==> src/rtl/lcd_hex_writer.sv <==
// lcd_hex_writer: HD44780 character LCD driver. After power-up and init it
// refreshes the screen forever with "A=hh" on line 1 and "D=hhhhhhhh" on
// line 2, taken from a snapshot of hex_in/data_in latched once per frame.
module lcd_hex_writer #(
  parameter int POWERUP_CYC = 750000,
  parameter int EN_CYC      = 25,
  parameter int CMD_CYC     = 2500,
  parameter int CLR_CYC     = 100000
) (
  input  logic        clk,
  input  logic        rst_n,
  input  logic [7:0]  hex_in,
  input  logic [31:0] data_in,
  output logic [7:0]  LCD_DATA,
  output logic        LCD_RS,
  output logic        LCD_RW,
  output logic        LCD_EN,
  output logic        LCD_ON,
  output logic        LCD_BLON,
  output logic        frame_done
);

  // Counter must hold the longest wait without wrapping.
  localparam int MAX_AB  = (POWERUP_CYC > CLR_CYC) ? POWERUP_CYC : CLR_CYC;
  localparam int MAX_CD  = (EN_CYC > CMD_CYC) ? EN_CYC : CMD_CYC;
  localparam int MAX_CYC = (MAX_AB > MAX_CD) ? MAX_AB : MAX_CD;
  localparam int CNT_W   = $clog2(MAX_CYC + 1);

  typedef enum logic [2:0] {
    S_PWRUP,
    S_SETUP,
    S_PULSE,
    S_HOLD,
    S_LATCH
  } state_t;

  state_t             state_q, state_d;
  logic [CNT_W-1:0]   cnt_q, cnt_d;
  logic [3:0]         idx_q, idx_d;
  logic               init_q, init_d;
  logic [7:0]         data_q, data_d;
  logic               rs_q, rs_d;
  logic               en_q, en_d;
  logic               done_q, done_d;
  logic [7:0]         hex_snap_q, hex_snap_d;
  logic [31:0]        val_snap_q, val_snap_d;
  logic [CNT_W-1:0]   hold_last;
  logic [8:0]         next_byte;

  // Hex nibble to upper-case ASCII.
  function automatic logic [7:0] nibble_ascii(input logic [3:0] n);
    if (n <= 4'd9) nibble_ascii = {4'h3, n};
    else           nibble_ascii = 8'h37 + {4'h0, n};
  endfunction

  // {RS, byte} for position idx of the init sequence or of a refresh frame.
  function automatic logic [8:0] byte_sel(input logic init, input logic [3:0] idx,
                                          input logic [7:0] hx, input logic [31:0] dv);
    logic [2:0]  sh;
    logic [31:0] t;
    sh = 3'(4'd15 - idx);
    t  = dv >> {sh, 2'b00};
    if (init) begin
      case (idx)
        4'd0:    byte_sel = {1'b0, 8'h38};
        4'd1:    byte_sel = {1'b0, 8'h0C};
        4'd2:    byte_sel = {1'b0, 8'h01};
        default: byte_sel = {1'b0, 8'h06};
      endcase
    end else begin
      case (idx)
        4'd0:    byte_sel = {1'b0, 8'h80};
        4'd1:    byte_sel = {1'b1, 8'h41};
        4'd2:    byte_sel = {1'b1, 8'h3D};
        4'd3:    byte_sel = {1'b1, nibble_ascii(hx[7:4])};
        4'd4:    byte_sel = {1'b1, nibble_ascii(hx[3:0])};
        4'd5:    byte_sel = {1'b0, 8'hC0};
        4'd6:    byte_sel = {1'b1, 8'h44};
        4'd7:    byte_sel = {1'b1, 8'h3D};
        default: byte_sel = {1'b1, nibble_ascii(t[3:0])};
      endcase
    end
  endfunction

  // Next-state, counter and output-register logic for the sequencer.
  always_comb begin
    state_d    = state_q;
    cnt_d      = cnt_q;
    idx_d      = idx_q;
    init_d     = init_q;
    data_d     = data_q;
    rs_d       = rs_q;
    done_d     = 1'b0;
    hex_snap_d = hex_snap_q;
    val_snap_d = val_snap_q;
    // The clear command needs the long settle time.
    hold_last  = (data_q == 8'h01 && !rs_q) ? CNT_W'(CLR_CYC - 1) : CNT_W'(CMD_CYC - 1);

    case (state_q)
      S_PWRUP: begin
        if (cnt_q == CNT_W'(POWERUP_CYC - 1)) begin
          state_d = S_SETUP;
          cnt_d   = '0;
          init_d  = 1'b1;
          idx_d   = 4'd0;
        end else begin
          cnt_d = cnt_q + CNT_W'(1);
        end
      end
      S_SETUP: begin
        state_d = S_PULSE;
        cnt_d   = '0;
      end
      S_PULSE: begin
        if (cnt_q == CNT_W'(EN_CYC - 1)) begin
          state_d = S_HOLD;
          cnt_d   = '0;
        end else begin
          cnt_d = cnt_q + CNT_W'(1);
        end
      end
      S_HOLD: begin
        if (cnt_q == hold_last) begin
          cnt_d = '0;
          if (init_q && idx_q == 4'd3) begin
            state_d = S_LATCH;
            init_d  = 1'b0;
          end else if (!init_q && idx_q == 4'd15) begin
            state_d = S_LATCH;
            done_d  = 1'b1;
          end else begin
            state_d = S_SETUP;
            idx_d   = idx_q + 4'd1;
          end
        end else begin
          cnt_d = cnt_q + CNT_W'(1);
        end
      end
      S_LATCH: begin
        // Snapshot once so every frame shows a consistent value.
        hex_snap_d = hex_in;
        val_snap_d = data_in;
        state_d    = S_SETUP;
        idx_d      = 4'd0;
        cnt_d      = '0;
      end
      default: begin
        state_d = S_PWRUP;
        cnt_d   = '0;
      end
    endcase

    next_byte = byte_sel(init_d, idx_d, hex_snap_q, val_snap_q);
    if (state_d == S_SETUP) begin
      rs_d   = next_byte[8];
      data_d = next_byte[7:0];
    end
    en_d = (state_d == S_PULSE);
  end

  // Sequencer state and registered LCD outputs.
  always_ff @(posedge clk) begin
    if (!rst_n) begin
      state_q <= S_PWRUP;
      cnt_q   <= '0;
      idx_q   <= 4'd0;
      init_q  <= 1'b0;
      data_q  <= 8'h00;
      rs_q    <= 1'b0;
      en_q    <= 1'b0;
      done_q  <= 1'b0;
    end else begin
      state_q <= state_d;
      cnt_q   <= cnt_d;
      idx_q   <= idx_d;
      init_q  <= init_d;
      data_q  <= data_d;
      rs_q    <= rs_d;
      en_q    <= en_d;
      done_q  <= done_d;
    end
  end

  // Per-frame input snapshot; only meaningful after the first LATCH.
  always_ff @(posedge clk) begin
    hex_snap_q <= hex_snap_d;
    val_snap_q <= val_snap_d;
  end

  assign LCD_DATA   = data_q;
  assign LCD_RS     = rs_q;
  assign LCD_RW     = 1'b0;
  assign LCD_EN     = en_q;
  assign LCD_ON     = 1'b1;
  assign LCD_BLON   = 1'b1;
  assign frame_done = done_q;

endmodule

==> config.mk <==
export PLATFORM = sky130hd
export DESIGN_NAME = lcd_hex_writer
export DESIGN_NICKNAME = d
export VERILOG_FILES = /design/src/rtl/lcd_hex_writer.sv
export SDC_FILE = /design/constraint.sdc
export NUM_CORES = 1
export LEC_CHECK = 0
export ABC_CLOCK_PERIOD_IN_PS = 5900
export CAP_MARGIN = 20
export CORE_ASPECT_RATIO = 0.75
export CORE_MARGIN = 2
export CORE_UTILIZATION = 56
export DETAILED_ROUTE_END_ITERATION = 6
export GPL_TIMING_DRIVEN = 0
export PLACE_DENSITY_LB_ADDON = 0.3
export SYNTH_ARGS = -nofsm -noshare
export SYNTH_HDL_FRONTEND = slang
export SYNTH_SLANG_ARGS = --single-unit
==> constraint.sdc <==
create_clock -name clk -period 5.9 [get_ports clk]
set_input_delay 1.18 -clock clk [delete_from_list [all_inputs] [get_ports clk]]
set_output_delay 1.18 -clock clk [all_outputs]
set_load 0.005 [all_outputs]
==> flow_metrics.tcl, run 1 <==
set metrics [dict create \
    status "finished clean" \
    slowest_delay_ps 840 \
    gp_congestion 0.940 \
    fin_crit_ps 4660 \
    cts_buffer_depth 2 \
    cts_tree "built" \
    die_h_um 81.2 \
    p_clk_share_pct 39.8 \
    reg2reg_slack_ps 1240 \
    syn_inst 460 \
    clock_sinks 79 \
    cp_max_fo 41 \
    drive_above_1_share_pct 11.6 \
    ys_seq_area_share_pct 44.5 \
    worst-path-buf-inv 2 \
    fmax_mhz 215 \
    cp_top_family "simple AND/OR/NAND/NOR gates" \
    pwr-share-seq_pct 56.3 \
    track_usage_pct 26.9 \
    route.detailed.drc 0 \
    setup_tns_ps 0 \
    cp-end-kind "flip-flop" \
    pre_cts_ws_ps 1410 \
    clock_latency_ps 350 \
    rows 28 \
    p_leak_nw 1.81 \
    rsz0062_at_grt "no" \
    stdcell_count 633 \
    power_density_nw_per_um2 194 \
    grt_pass1_vias 3613 \
    finalNetCount 574 \
    path_cells "nor2_1, and2_2, a31oi_1, clkbuf_1, a31oi_1, nand2_1, buf_2, a221oi_1, a22oi_2, ha_1, nor2_1, o21ai_2, or3_1, nor3b_1" \
    synthArstFlopShare_pct 0 \
    worst_pin_slew_ps 959 \
    core_area_um2 7810 \
    synth-edff-count 40 \
    ys.flop_type "edfxtp_1" \
    worstHoldPathType "reg2reg" \
    peakVddDrop_uv 150 \
    maxSlewViolCount 0 \
    yosys.cell_types.count 85 \
    antenna_found_initial 0 \
    yosys_warnings 0 \
    cts-root-buf "clkbuf_8" \
    dpl.hpwl_mm 8.41 \
    overflow 0 \
    ys_seq_elements 79 \
    portBuffers 51 \
    num_vias 3975 \
    crit_slowest_cell "and2_2" \
    report.final.hold_viol_count 0 \
    cts_resized 0 \
    cp_data_required_time_ps 6140 \
    fin_crit_sh_pct 78.9 \
    power.switching_uw 230 \
    cts_max_level 3 \
    fp.dieArea_um2 8690 \
    antenna_left 0 \
    grt_max_degree 42 \
    cap_violations 0 \
    first_iter_violations 447 \
    cp-start-kind "flip-flop" \
    grt_pass1_wl_mm 18.2 \
    crit_type "reg2reg" \
    cp.arrival_ps 4900 \
    setup_ws_ps 1240 \
    start_util_pct 57.0 \
    setup_viol 0 \
    syn_area_per_cell_um2 9.68 \
    switching_share_pct 22.3 \
    clkSlewWorstSetupHoldPaths_ps 90 \
    p_comb_share_pct 3.9 \
    post-place-cells 617 \
    io_pins 56 \
    slew_headroom_pct 36.1 \
    area.growth.synth_to_final_pct 18.9 \
    first_pass_iters 5 \
    p_int_uw 800 \
    wire_per_inst_um 17.9 \
    viasPerCell 6.28 \
    drt-total-wl_mm 11.4 \
    cts-hold-fix-buffers 0 \
    die_x_um 107 \
    cts_setup_buffers 0 \
    antennaDiodeCount 0 \
    numCtsBuffers 9 \
    syn_area_um2 4450 \
    clock_skew_ps 4.33 \
]
[cell families after synthesis]
group | after synthesis | synth area share, %
DFF | 79 | 44.5
muxes | 7 | 1.94
xor gates and xnor gates | 17 | 3.34
AOI/OAI and AO/OA | 110 | 19.5
adders and majority gates | 9 | 2.53
other | 2 | 0.169
and+or+nand+nor | 199 | 24.1
buffers and inverters | 37 | 3.93
[worst paths after layout]
check                           startpoint     endpoint  depth (start not counted)
worst max-delay path            state_q[0]  LCD_DATA[1]                         14
worst min register to register    cnt_q[0]     cnt_q[0]                          1
worst min-delay path              cnt_q[0]     cnt_q[0]                          1
worst max register to register  state_q[0]  LCD_DATA[1]                         14
[cell usage in the layout, fill, tap and decap left out, drive strengths merged, types with 4 or more instances in the layout]
master	synthesis	layout
a21oi	15	15
nor3	12	12
nand4b	4	4
clkbuf	11	20
nand3	20	20
xor2	10	10
nand4	9	9
dfxtp	39	39
nor3b	7	7
and2	8	8
buf	9	9
a211oi	7	7
o21a	6	6
or3	8	8
o211ai	6	6
nor4	8	8
o21ai	25	25
clkdlybuf4s50	0	51
a22oi	6	6
o2111ai	4	4
o31ai	5	5
xnor2	7	7
a221oi	5	5
inv	16	17
nand3b	4	4
nand2	38	38
mux2	4	4
and3	5	5
ha	9	9
a31oi	9	9
edfxtp	40	40
nor2	58	58
[stage by stage]
| stage | hold WS, ps | power, mW | util [%] | instance area, um^2 |
|---|---|---|---|---|
| after detailed placement | 477 | 0.632 | 65.3 | 5100 |
| after CTS | 497 | 1.03 | 67.8 | 5300 |
| after global placement | 473 | 0.631 | 65.3 | 5100 |
| final | 501 | 1.03 | 67.8 | 5300 |
| after global routing | 549 | 1.06 | 67.8 | 5300 |
| after floorplan | 449 | 0.602 | - | 4460 |
[power groups by stage]
stage	registers, mW	logic, mW	clock network, mW
floorplan	0.591	0.0107	0
global placement	0.592	0.0389	0
detailed placement	0.592	0.0399	0
CTS	0.579	0.0401	0.410
global route	0.579	0.0432	0.435
finish	0.579	0.0403	0.410
[area by class of cell]
| type | instances | area (um^2) |
|---|---|---|
| Tap cell | 105 | 131 |
| Clock inverter | 7 | 71.3 |
| Fill cell | 648 | 2520 |
| Clock buffer | 9 | 124 |
| Timing Repair Buffer | 51 | 510 |
| Buffer | 20 | 111 |
| Inverter | 17 | 63.8 |
| Multi-Input combinational cell | 345 | 2300 |
| Sequential cell | 79 | 1980 |
[sequential cells by signal (all words and copies together), names as in the netlist, 3 cells and up]
| name | cells |
|---|---|
| hex_snap_q | 8 |
| val_snap_q | 32 |
| cnt_q | 20 |
| LCD_DATA | 8 |
| state_q | 3 |
| idx_q | 4 |
[synth_stat cells (7+ instances only)]
library cell | n | area, um^2
a21oi_1 | 14 | 70.1
a31oi_1 | 9 | 56.3
and2_1 | 7 | 43.8
clkbuf_1 | 11 | 41.3
dfxtp_1 | 39 | 781
edfxtp_1 | 40 | 1200
ha_1 | 9 | 113
inv_1 | 16 | 60.1
nand2_1 | 36 | 135
nand3_1 | 19 | 95.1
nand4_1 | 9 | 56.3
nor2_1 | 57 | 214
nor3_1 | 10 | 50.1
nor3b_1 | 7 | 52.6
nor4_1 | 8 | 50.1
o21ai_0 | 16 | 80.1
xnor2_1 | 7 | 61.3
xor2_1 | 10 | 87.6
[metal layers]
metal | share of wire, % | wire length, um | vias up | global-route usage [%]
met4 | 1.5 | 168 | 0 | 6.88
met3 | 10 | 1140 | 20 | 6.50
met2 | 43 | 4940 | 234 | 39.9
met1 | 45 | 5100 | 1871 | 39.7
met5 | 0 | 0 | - | 0
li1 | - | - | 1850 | -
Power figures use the tool's default switching activity.
==> run 2: changes to the inputs <==
- ABC_CLOCK_PERIOD_IN_PS: 5900 -> 3900
- CORE_UTILIZATION: 56 -> 51
- clock period: 5.9 -> 3.9 ns (I/O delays scaled with it)
==> flow_metrics.tcl, run 2 (synthesis results as in run 1) <==
set metrics [dict create \
    report.final.hold_viol_count 0 \
    gp_congestion 0.897 \
    drive_above_1_share_pct 21.1 \
    layout_common_cells "nor2_1, clkdlybuf4s50_1, edfxtp_1, nand2_1, dfxtp_1" \
    worst_pin_slew_ps 656 \
    clock_skew_ps 8.10 \
    first_iter_violations 429 \
    design_area_um2 5880 \
    antenna_found_initial 0 \
    peakVddDrop_uv 269 \
    cp_max_fo 10 \
    fin_crit_sh_pct 99.5 \
    reg2regPathDepth 11 \
    slew_headroom_pct 56.2 \
    start_util_pct 52.7 \
    placedInstanceArea_um2 5100 \
    largest_reg_flops 32 \
    cp-end-kind "flip-flop" \
    holdPathStages 2 \
    grt_pass1_vias 3762 \
    dpl.hpwl_mm 8.18 \
    stdcell_count 667 \
    slowest_delay_ps 590 \
    route.detailed.drc 0 \
    post-place-cells 620 \
    fin_crit_ps 3880 \
    maxSlewViolCount 0 \
    portBuffers 51 \
    cp_top_family "simple AND/OR/NAND/NOR gates" \
    die_h_um 84.9 \
    clock_sinks 79 \
    antennaDiodeCount 0 \
    finalNetCount 605 \
    track_usage_pct 25.2 \
    first_pass_iters 5 \
    core_area_um2 8450 \
    io_pins 56 \
    status "finished clean" \
    crit_type "reg2reg" \
    rows 29 \
    drt-total-wl_mm 12.2 \
    crit_slowest_cell "a311oi_2" \
    cts_buffer_depth 2 \
    crit_cells 11 \
    overflow 0 \
    layout_commonest_cell "nor2_1" \
    fmax_mhz 258 \
    die_x_um 112 \
    fp.dieArea_um2 9510 \
    cp.arrival_ps 4100 \
    viasPerCell 6.16 \
    power_density_nw_per_um2 315 \
    cp-start-kind "flip-flop" \
    antenna_left 0 \
    cts_max_level 3 \
    clkSlewWorstSetupHoldPaths_ps 60 \
    path_cells "or4b_1, nor3_1, a31oi_2, a32o_1, buf_2, nor2_1, mux2i_1, a311oi_2, o21ai_4, or3_1, nor3b_1" \
    grt_max_degree 22 \
    cts-hold-fix-buffers 0 \
    top_register "val_snap_q" \
    numCtsBuffers 9 \
    cap_violations 0 \
    wire_per_inst_um 18.3 \
    worst-path-buf-inv 1 \
    clock_latency_ps 350 \
    cp_data_required_time_ps 4120 \
    setup_viol 0 \
    worstHoldPathType "reg2reg" \
    fillers 618 \
    cts_tree "built" \
    p_leak_nw 2.07 \
    num_vias 4112 \
    grt_pass1_wl_mm 18.9 \
    area.growth.synth_to_final_pct 32.1 \
    cts-root-buf "clkbuf_16" \
    reg.largest.list "val_snap_q: 32 flops, cnt_q: 20 flops" \
]
## run 2: cell types whose count changed in the layout (fill, tap and decap cells not counted), moves of 3 or more
cell / delta
dfxtp_2: +4
dfxtp_1: -5
ha_1: -3
clkbuf_8: -9
buf_4: +29
clkbuf_16: +9
## run 2: metal layers
metal,up-vias,wire length [um],GRT usage (%)
li1,1922,-,-
met1,1920,5490,36.6
met2,237,5250,36.1
met3,33,1200,6.93
met4,0,269,9.43
met5,-,0,0
## run 2: cell type report
| type | instances | area, um^2 | area share [%] |
|---|---|---|---|
| clock inverter | 7 | 96.3 | 1.64 |
| tap | 108 | 135 | 2.30 |
| inverter | 17 | 63.8 | 1.08 |
| sequential | 79 | 1990 | 33.8 |
| buffer | 20 | 138 | 2.34 |
| clock buffer | 9 | 225 | 3.83 |
| multi-input combinational | 346 | 2480 | 42.2 |
| timing repair buffer | 81 | 752 | 12.8 |
## run 2: worst paths after layout
path | startpoint | to | slack [ps]
min reg2reg | LCD_DATA[2] | LCD_DATA[2] | 500
max reg2reg | cnt_q[4] | LCD_DATA[1] | 20
min | LCD_DATA[2] | LCD_DATA[2] | 500
max | cnt_q[4] | LCD_DATA[1] | 20
## run 2: timing repair
action,in CTS,in global routing
setup buffers,5,25
resized for setup,23,28
endpoints found under the hold margin,0,0
setup endpoints to repair,7,4
cloned,1,0
pin swaps,7,14
## run 2: per-stage QoR
step	setup TNS, ps	hold WS (ps)	total power, mW	worst slack [ps]	utilization (%)
2_1_floorplan	0	449	0.911	90.4	-
3_3_place_gp	-1410	475	0.954	-422	60.4
3_5_place_dp	-2360	497	0.955	-529	60.4
4_1_cts	-18.1	505	1.86	-18.1	65.8
5_1_grt	-201	521	1.90	-138	69.6
6_report	0	501	1.86	17.8	69.6
## run 2: worst reg2reg max path, stage by stage, from the launching register on
cell and delay (ps):
dfxtp_1 380, or4b_1 560, nor3_1 260, a31oi_2 240, a32o_1 310, buf_2 180
nor2_1 440, mux2i_1 210, a311oi_2 590, o21ai_4 110, or3_1 350, nor3b_1 140
## run 2: report_power, final
| part | internal (mW) | switching, mW |
|---|---|---|
| logic | 0.0423 | 0.0180 |
| registers | 0.873 | 0.00398 |
| clock network | 0.562 | 0.356 |
